<file path="src/rtl/imm_ext_pkg.sv">
// Shared definitions for the immediate-extend stage: format codes, field
// positions, buffer occupancy encodings and the buffer entry record.
package imm_ext_pkg;

  localparam logic [2:0] IMM_I  = 3'b000;
  localparam logic [2:0] IMM_D  = 3'b001;
  localparam logic [2:0] IMM_B  = 3'b010;
  localparam logic [2:0] IMM_CB = 3'b011;
  localparam logic [2:0] IMM_IW = 3'b100;

  localparam int unsigned I_MSB  = 21;
  localparam int unsigned I_LSB  = 10;
  localparam int unsigned D_MSB  = 20;
  localparam int unsigned D_LSB  = 12;
  localparam int unsigned B_MSB  = 25;
  localparam int unsigned B_LSB  = 0;
  localparam int unsigned CB_MSB = 23;
  localparam int unsigned CB_LSB = 5;
  localparam int unsigned IW_MSB = 20;
  localparam int unsigned IW_LSB = 5;
  localparam int unsigned HW_MSB = 22;
  localparam int unsigned HW_LSB = 21;

  // Buffer occupancy; the state is the entry count itself.
  localparam logic [1:0] BUF_EMPTY = 2'd0;
  localparam logic [1:0] BUF_ONE   = 2'd1;
  localparam logic [1:0] BUF_TWO   = 2'd2;

  // Entries are sized for the widest legal configuration (DATA_W <= 64, TAG_W <= 32).
  localparam int unsigned ENTRY_IMM_W = 64;
  localparam int unsigned ENTRY_TAG_W = 32;

  typedef struct packed {
    logic [ENTRY_IMM_W-1:0] imm;
    logic [ENTRY_TAG_W-1:0] tag;
    logic                   illegal;
  } entry_t;

endpackage

</file>
<file path="src/rtl/imm_ext_decode.sv">
// Combinational immediate extension for the I, D, B, CB and IW formats;
// illegal codes and out-of-range IW shifts yield zero with illegal set.
module imm_ext_decode
  import imm_ext_pkg::*;
#(
  parameter int unsigned DATA_W = 64
) (
  input  logic [25:0]       imm,
  input  logic [2:0]        ctrl,
  output logic [DATA_W-1:0] imm_out,
  output logic              illegal
);

  logic [63:0] ext;
  logic [1:0]  hw;
  logic [15:0] wide;

  assign hw   = imm[HW_MSB:HW_LSB];
  assign wide = imm[IW_MSB:IW_LSB];

  always_comb begin
    ext     = '0;
    illegal = 1'b0;
    case (ctrl)
      IMM_I:  ext = {{52{imm[I_MSB]}}, imm[I_MSB:I_LSB]};
      IMM_D:  ext = {{55{imm[D_MSB]}}, imm[D_MSB:D_LSB]};
      IMM_B:  ext = {{36{imm[B_MSB]}}, imm[B_MSB:B_LSB], 2'b00};
      IMM_CB: ext = {{43{imm[CB_MSB]}}, imm[CB_MSB:CB_LSB], 2'b00};
      IMM_IW: begin
        // A 32-bit datapath cannot represent hw = 2 or 3.
        if ((DATA_W < 64) && hw[1]) begin
          illegal = 1'b1;
        end else begin
          case (hw)
            2'd0:    ext = {48'h0, wide};
            2'd1:    ext = {32'h0, wide, 16'h0};
            2'd2:    ext = {16'h0, wide, 32'h0};
            default: ext = {wide, 48'h0};
          endcase
        end
      end
      default: illegal = 1'b1;
    endcase
  end

  assign imm_out = ext[DATA_W-1:0];

endmodule

</file>
<file path="src/rtl/imm_extend_stage.sv">
// Pipelined immediate generator with a 2-entry elastic output buffer.
// Optional sticky error trap enabled by defining IMM_EXT_ERR_TRAP_EN.
module imm_extend_stage
  import imm_ext_pkg::*;
#(
  parameter int unsigned DATA_W = 64,
  parameter int unsigned TAG_W  = 8
) (
  input  logic              CLK,
  input  logic              Reset,
  input  logic              in_valid,
  output logic              in_ready,
  input  logic [25:0]       in_imm,
  input  logic [2:0]        in_ctrl,
  input  logic [TAG_W-1:0]  in_tag,
  output logic              out_valid,
  input  logic              out_ready,
  output logic [DATA_W-1:0] out_imm,
  output logic [TAG_W-1:0]  out_tag,
  output logic              out_illegal,
  output logic              err_sticky
);

  logic [DATA_W-1:0] dec_imm;
  logic              dec_illegal;
  entry_t            mem [2];
  entry_t            new_entry;
  entry_t            head;
  logic [1:0]        count;
  logic [1:0]        count_nxt;
  logic              wr_ptr;
  logic              rd_ptr;
  logic              in_ready_q;
  logic              accept;
  logic              pop;
  logic              unused_entry_bits;

  imm_ext_decode #(.DATA_W(DATA_W)) u_decode (
    .imm     (in_imm),
    .ctrl    (in_ctrl),
    .imm_out (dec_imm),
    .illegal (dec_illegal)
  );

  assign accept = in_valid & in_ready_q;
  assign pop    = out_valid & out_ready;

  always_comb begin
    new_entry         = '0;
    new_entry.imm     = ENTRY_IMM_W'(dec_imm);
    new_entry.tag     = ENTRY_TAG_W'(in_tag);
    new_entry.illegal = dec_illegal;
  end

  always_comb begin
    count_nxt = count;
    case (count)
      BUF_EMPTY: if (accept) count_nxt = BUF_ONE;
      BUF_ONE: begin
        if (accept && !pop)      count_nxt = BUF_TWO;
        else if (pop && !accept) count_nxt = BUF_EMPTY;
      end
      BUF_TWO:   if (pop) count_nxt = BUF_ONE;
      default:   count_nxt = BUF_EMPTY;
    endcase
  end

  // in_ready is registered from the next count so it never sees out_ready combinationally.
  always_ff @(posedge CLK) begin
    if (Reset) begin
      count      <= BUF_EMPTY;
      wr_ptr     <= 1'b0;
      rd_ptr     <= 1'b0;
      in_ready_q <= 1'b1;
      mem[0]     <= '0;
      mem[1]     <= '0;
    end else begin
      count      <= count_nxt;
      in_ready_q <= (count_nxt != BUF_TWO);
      if (accept) begin
        mem[wr_ptr] <= new_entry;
        wr_ptr      <= ~wr_ptr;
      end
      if (pop) begin
        rd_ptr <= ~rd_ptr;
      end
    end
  end

  assign head        = mem[rd_ptr];
  assign in_ready    = in_ready_q;
  assign out_valid   = (count != BUF_EMPTY);
  assign out_imm     = head.imm[DATA_W-1:0];
  assign out_tag     = head.tag[TAG_W-1:0];
  assign out_illegal = head.illegal;

  assign unused_entry_bits = ^{head.imm, head.tag};

`ifdef IMM_EXT_ERR_TRAP_EN
  logic err_q;

  always_ff @(posedge CLK) begin
    if (Reset) begin
      err_q <= 1'b0;
    end else if (accept && dec_illegal) begin
      err_q <= 1'b1;
    end
  end

  assign err_sticky = err_q;
`else
  assign err_sticky = 1'b0;
`endif

endmodule
</file>
<file path="config.mk">
export PLATFORM = sky130hd
export DESIGN_NAME = imm_extend_stage
export DESIGN_NICKNAME = d
export VERILOG_FILES = /design/src/rtl/imm_ext_pkg.sv /design/src/rtl/imm_ext_decode.sv /design/src/rtl/imm_extend_stage.sv
export SDC_FILE = /design/constraint.sdc
export NUM_CORES = 1
export LEC_CHECK = 0
export BUFFER_PORTS_ARGS = -buffer_cell sky130_fd_sc_hd__buf_2
export CAP_MARGIN = 0
export CORE_MARGIN = 2
export CORE_UTILIZATION = 40
export DETAILED_ROUTE_END_ITERATION = 10
export GPL_TIMING_DRIVEN = 0
export PLACE_DENSITY = 0.64
export SKIP_CTS_REPAIR_TIMING = 1
export SYNTH_ARGS = -nofsm -noshare
export SYNTH_HDL_FRONTEND = slang
export SYNTH_SLANG_ARGS = --single-unit
</file>
<file path="constraint.sdc">
create_clock -name CLK -period 13.27 [get_ports CLK]
set_input_delay 0 -clock CLK [delete_from_list [all_inputs] [get_ports CLK]]
set_output_delay 0 -clock CLK [all_outputs]
set_load 0.02 [all_outputs]
</file>
==> impl_metrics.ini, run 1 <==
[clocking]
clk_path_buf_depth = 2
ctsRootBufferMaster = sky130_fd_sc_hd__clkbuf_16
clk_pin_slew_ps = 60
clock_sink_count = 152
cts_max_level = 4
tritoncts_clock_tree = yes
clk-insertion-delay-late_ps = 420
cts-buffers-inserted = 17

[critical_path]
timing_worst_setup_path_type = flop to flop
timing.critical_path.required_ps = 13370
critPathMostFrequentCell = sky130_fd_sc_hd__nand2_1
worst_setup_path_end_kind = flop
maximum_fanout_encountered_on_the_critical_timing_path = 51
critPathArrivalTime_ps = 2600
path_cells = nand2_1, nor2_1, nand2_1, buf_2, nand2b_4, buf_16
critical_path.slowest_cell = sky130_fd_sc_hd__nor2_1
start_kind = flop
critical_path.max_stage_delay_ps = 520

[layout]
nets = 765
fin_area_sq_mm = 0.008895
area_growth_pct = 23.14
drive_gt1_share_pct = 35.01
final_util_pct = 49.86
num-fill-cells = 1583
insertedDiodeCount = 0

[sta]
slew_hr_pct = 41.78
finalCritPeriodShare_pct = 18.84
tightestPinTransition_ps = 866.7
grt_setup_unrepaired = false
report.final.setup_viol = 0
period_minus_slack_ps = 2500
setup_total_negative_slack_ps = 0
final-hold-violation-count = 0
final_max_slew_viol_count = 0
fmax_ghz = 0.4000
finClkSkew_ps = 8.627

[synthesis]
synth_largest_type_area_fraction_pct = 60.70
netlist-cell-type-count = 40
top_cells_by_area_in_the_synthesized_netlist = sky130_fd_sc_hd__edfxtp_1 (61%), sky130_fd_sc_hd__mux2_2 (12%), sky130_fd_sc_hd__nor2_1 (7.1%)
postSynth.topFlopCell = sky130_fd_sc_hd__edfxtp_1
netlist_top_cells_count = sky130_fd_sc_hd__edfxtp_1 (146), sky130_fd_sc_hd__nor2_1 (136), sky130_fd_sc_hd__mux2_2 (79), sky130_fd_sc_hd__a21oi_1 (53), sky130_fd_sc_hd__buf_2 (21)
synth.most_common_cell = sky130_fd_sc_hd__edfxtp_1
synth_fp_nets = 621
synthesis.area_per_instance_sq_um = 12.45
synth_enable_flop_cells = 146
netlist_instances = 580
synthArstFlopShare_pct = 0
synth_warnings = 0
ys_ff_latch = 152
seq_area_frac_synth_pct = 62.36
syn-cell-area_sq_mm = 0.007223
post-synth-top-area-cell = sky130_fd_sc_hd__edfxtp_1

[placed_design]
buffer_ports.inserted = 110
dp_hpwl_mm = 12.66
post_dp_cell_area_sq_mm = 0.008147
gpl.final_weighted_congestion = 0.8475

[global_routing]
wire_length_of_the_first_global_routing_pass_mm = 28.21
grt_overflow_total = 0
grt_pass1_vias = 5275
grt_start_max_net_pins = 52
antenna_violations_before_repair = 0
grtUsageTotal_pct = 19.16

[pwr]
power.leakage_uw = 0.003553
pwr_density_cell_mw_per_mm2 = 144.3
vdd_ir_drop_max_uv = 88.92

[floorplan]
die-area_sq_mm = 0.01915
core_region_area_sq_mm = 0.01784
num_io_pins = 117
die_w_microns = 138.4
floorplan.initialDensity_pct = 40.49
die-height_microns = 138.4
rows = 49

[detailed_routing]
dr_vias_cell = 5.427
drt_first_iter_violations = 386
wire_per_inst_microns = 18.95
ant_nets = 0
drtPass1Iterations = 5
drcViolationCount = 0
via_count = 5242
drt-total-wl_mm = 18.30

[job]
timing.max_cap.violations = 0

[run_status]
run_status = complete, no violations

[hold_path]
timing.hold.worst.class = input pin to flop
[state kept, by name (all words and copies together), names as in the netlist, named ones only]
| name | count |
|---|---|
| rd_ptr | 1 |
| wr_ptr | 1 |
| count | 2 |
| in_ready | 1 |
| mem | 146 |
[path summary, 6_finish.rpt]
path,cells past startpoint,end,from,slack [ps]
hold reg to reg,2,rd_ptr$_SDFFE_PP0P_,rd_ptr$_SDFFE_PP0P_,520
hold / removal,3,mem[0][34]$_SDFFCE_PN0P_,in_imm[23],40
setup reg to reg,6,mem[1][39]$_SDFFCE_PN0P_,in_ready$_SDFF_PP1_,10770
setup / recovery,6,mem[1][39]$_SDFFCE_PN0P_,in_ready$_SDFF_PP1_,10770
[cell usage in the layout, fill, tap and decap left out, types with 2 or more instances in the layout]
| cell | instances |
|---|---|
| sky130_fd_sc_hd__dfxtp_1 | 6 |
| sky130_fd_sc_hd__nand3_1 | 2 |
| sky130_fd_sc_hd__buf_1 | 3 |
| sky130_fd_sc_hd__clkinvlp_4 | 3 |
| sky130_fd_sc_hd__edfxtp_1 | 146 |
| sky130_fd_sc_hd__a221oi_1 | 13 |
| sky130_fd_sc_hd__clkbuf_16 | 17 |
| sky130_fd_sc_hd__and2_1 | 11 |
| sky130_fd_sc_hd__buf_4 | 7 |
| sky130_fd_sc_hd__xor2_1 | 2 |
| sky130_fd_sc_hd__inv_1 | 3 |
| sky130_fd_sc_hd__inv_6 | 2 |
| sky130_fd_sc_hd__clkinv_4 | 4 |
| sky130_fd_sc_hd__mux2i_1 | 17 |
| sky130_fd_sc_hd__nor2b_1 | 2 |
| sky130_fd_sc_hd__a311oi_1 | 2 |
| sky130_fd_sc_hd__nor2_1 | 136 |
| sky130_fd_sc_hd__a211oi_1 | 3 |
| sky130_fd_sc_hd__clkbuf_1 | 18 |
| sky130_fd_sc_hd__and4b_1 | 2 |
| sky130_fd_sc_hd__dlygate4sd3_1 | 12 |
| sky130_fd_sc_hd__o21ai_0 | 5 |
| sky130_fd_sc_hd__a21oi_1 | 53 |
| sky130_fd_sc_hd__buf_12 | 2 |
| sky130_fd_sc_hd__or2_2 | 2 |
| sky130_fd_sc_hd__nand2b_1 | 7 |
| sky130_fd_sc_hd__mux2_2 | 79 |
| sky130_fd_sc_hd__and3_1 | 8 |
| sky130_fd_sc_hd__buf_2 | 131 |
| sky130_fd_sc_hd__nand2_1 | 10 |
| sky130_fd_sc_hd__bufinv_16 | 4 |
| sky130_fd_sc_hd__o22ai_1 | 7 |
[critical path: cells and delay by family, from the launching register on]
family,cells,cell delay (ps)
buf+inv,2,560
flops,1,370
simple gates,4,1200
[routing by layer]
layer | part of all wire [%] | up-vias | track usage, % | wire (microns)
li1 | - | 2402 | - | -
met1 | 41 | 2569 | 24.32 | 7429
met2 | 50 | 234 | 31.61 | 9101
met3 | 7.2 | 37 | 4.468 | 1313
met4 | 2.5 | 0 | 8.217 | 459
met5 | 0 | - | 0 | 0
[cell type report]
type / instances / area (sq um) / share of cell area, %
Sequential cell: 152 / 4504 / 50.64
Multi-Input combinational cell: 376 / 2489 / 27.98
Timing Repair Buffer: 125 / 738.2 / 8.299
Clock buffer: 18 / 429.2 / 4.825
Tap cell: 229 / 286.5 / 3.221
Buffer: 49 / 237.7 / 2.673
Clock inverter: 14 / 198.9 / 2.237
Inverter: 3 / 11.26 / 0.1266
[cell families (layout without fill, tap and decap cells)]
logic type	count (synthesis)	after routing	share of synthesized area [%]
flops	152	152	62.36
compound gates	89	89	7.622
xor+xnor	2	2	0.2426
other cells	1	1	0.05192
simple gates	188	188	11.61
buf+inv	52	209	3.447
mux	96	96	14.67
[power by group]
group | internal [uW] | switching, uW | leakage, uW
Combinational | 75.0 | 129 | 0.00166
Sequential | 562 | 8.14 | 0.00160
Clock | 316 | 194 | 0.000295
[stage by stage]
step	instances	setup WS, ps	hold WS [ps]	power, uW
floorplan	580	8676	118.1	711.8
global placement	919	6931	257.4	777.9
detailed placement	922	10800	291.9	782.8
CTS	954	10780	-147.3	1290
global route	966	10550	26.46	1327
finish	966	10770	41.93	1284
Note: power is estimated with default switching activity, not from simulation.
==> run 2: changes to the inputs <==
clock period = 2.4 ns   (was 13.27 ns; I/O delays follow)
==> run 2 against run 1 <==
  * The flow now finishes with violations (hold timing)
  * Die area is the same
  * Clock skew fell by 4.3 ps
  * Cell area down 1.0%
  * Sequential power grew to 5.5 times the previous value
  * Final cell count decreased by 0.21%
  * Critical endpoint is now mem[1][17]$_SDFFCE_PN0P_
  * Largest power group unchanged
==> impl_metrics.ini, run 2 (synthesis results as in run 1) <==
[global_routing]
grt_pass1_vias = 5240
grt_start_max_net_pins = 74
antenna_violations_before_repair = 0
grtUsageTotal_pct = 19.23
wire_length_of_the_first_global_routing_pass_mm = 28.25
grt_overflow_total = 0

[sta]
fmax_ghz = 0.4564
finClkSkew_ps = 4.297
worst_hold_slack_ps = -7.822
final_max_slew_viol_count = 0
fin_ws_ps = 209.1
finalCritPeriodShare_pct = 91.29
tightestPinTransition_ps = 939.3
period_minus_slack_ps = 2191
grt_setup_unrepaired = false
slew_hr_pct = 36.90
final-hold-violation-count = 1
report.final.setup_viol = 0

[layout]
layout_top_registers = mem: 146 flops, count: 2 flops
nets = 764
leading_cell_type_in_the_layout_fill_and_taps_excluded = sky130_fd_sc_hd__edfxtp_1
drive_gt1_share_pct = 35.10
insertedDiodeCount = 0
area_growth_pct = 21.91
largest_register_ff_count = 146
layout_common_cells = sky130_fd_sc_hd__edfxtp_1 (146), sky130_fd_sc_hd__nor2_1 (135), sky130_fd_sc_hd__buf_2 (131)
largest-register = mem
num-fill-cells = 1614

[detailed_routing]
ant_nets = 0
drtPass1Iterations = 6
dr_vias_cell = 5.406
drt_first_iter_violations = 294
drcViolationCount = 0
via_count = 5211
drt-total-wl_mm = 18.48
wire_per_inst_microns = 19.17

[pwr]
p_seq_share_pct = 46.2
power.switching_fraction_pct = 26.26
comb_pwr_share_pct = 16.5
total_power_uw = 6826
power.net_switching_uw = 1793
clkPwrFrac_pct = 37.3
pwr_density_cell_mw_per_mm2 = 775.2
cellInternalPower_uw = 5033
vdd_ir_drop_max_uv = 573.7
power.leakage_uw = 0.003516

[floorplan]
die-height_microns = 138.4
die-area_sq_mm = 0.01915
floorplan.initialDensity_pct = 40.49
die_w_microns = 138.4
num_io_pins = 117
rows = 49
core_region_area_sq_mm = 0.01784

[job]
timing.max_cap.violations = 0

[critical_path]
maximum_fanout_encountered_on_the_critical_timing_path = 37
start_kind = flop
timing.critical_path.required_ps = 2460
r2r_slack_ps = 210
critPathArrivalTime_ps = 2250
worst_setup_path_end_kind = flop
reg2regPathDepth = 5
timing_worst_setup_path_type = flop to flop

[hold_path]
timing.hold.worst.class = input pin to flop
min_delay_path_depth = 4

[run_status]
run_status = finished, violations left
violated_checks = hold timing

[clocking]
cts_max_level = 4
clock_sink_count = 152
clk_pin_slew_ps = 60
clk-insertion-delay-late_ps = 430
cts-buffers-inserted = 17
tritoncts_clock_tree = yes
ctsRootBufferMaster = sky130_fd_sc_hd__clkbuf_16
clk_path_buf_depth = 2

[placed_design]
buffer_ports.inserted = 110
gpl.final_weighted_congestion = 0.8297
dp_hpwl_mm = 12.49
placement.setup.worst_slack_ps = -316.8
## run 2: cell count changes in the layout (fill, tap and decap cells not counted), sizes merged
cell,before,now
nand2b,8,9
clkinvlp,3,4
clkinv,5,6
bufinv,4,2
buf,144,143
inv,5,4
dlygate4sd3,12,11
## run 2: area by class of cell
type,count,area [sq um],area share [%]
Buffer,49,237.7,2.700
Timing Repair Buffer,123,700.7,7.957
Clock buffer,18,429.2,4.874
Clock inverter,13,131.4,1.492
Sequential cell,152,4504,51.15
Multi-Input combinational cell,377,2505,28.45
Tap cell,229,286.5,3.254
Inverter,3,11.26,0.1279
## run 2: per-layer routing
layer	GRT usage [%]	up-vias	wire [microns]
met5	0	-	0
met4	9.452	0	624
met3	4.191	54	1118
met2	31.53	221	9164
met1	24.27	2533	7572
li1	-	2403	-
## run 2: worst max-delay path, stage by stage (launching register included)
cell and delay [ps]:
sky130_fd_sc_hd__dfxtp_1 370, sky130_fd_sc_hd__nand2_1 200, sky130_fd_sc_hd__nor2_2 360, sky130_fd_sc_hd__nand2_1 110, sky130_fd_sc_hd__buf_2 240, sky130_fd_sc_hd__nand2b_4 470
## run 2: worst paths after layout
path,from,end
worst min register to register,rd_ptr$_SDFFE_PP0P_,flop
worst max-delay path,in_ready$_SDFF_PP1_,mem[1][17]$_SDFFCE_PN0P_
worst min-delay path,in_valid,count[1]$_SDFF_PP0_
worst max register to register,in_ready$_SDFF_PP1_,mem[1][17]$_SDFFCE_PN0P_
## run 2: power groups by stage
stage	combinational, uW	clock, uW	sequential (uW)
4_1_cts	1110	2570	3160
3_5_place_dp	1110	0	3210
5_1_grt	1210	2690	3180
2_1_floorplan	729	0	3200
3_3_place_gp	1080	0	3210
6_report	1120	2550	3160
## run 2: metrics by stage
step | setup TNS [ps] | std cells | utilization (%) | instance area [sq um]
final | 0 | 964 | 49.36 | 8806
after global routing | 0 | 964 | 49.36 | 8806
after CTS | -23240 | 952 | 48.65 | 8680
after detailed placement | -22760 | 921 | 45.51 | 8119
after global placement | -41650 | 919 | 45.28 | 8079
after floorplan | 0 | 580 | - | 7242
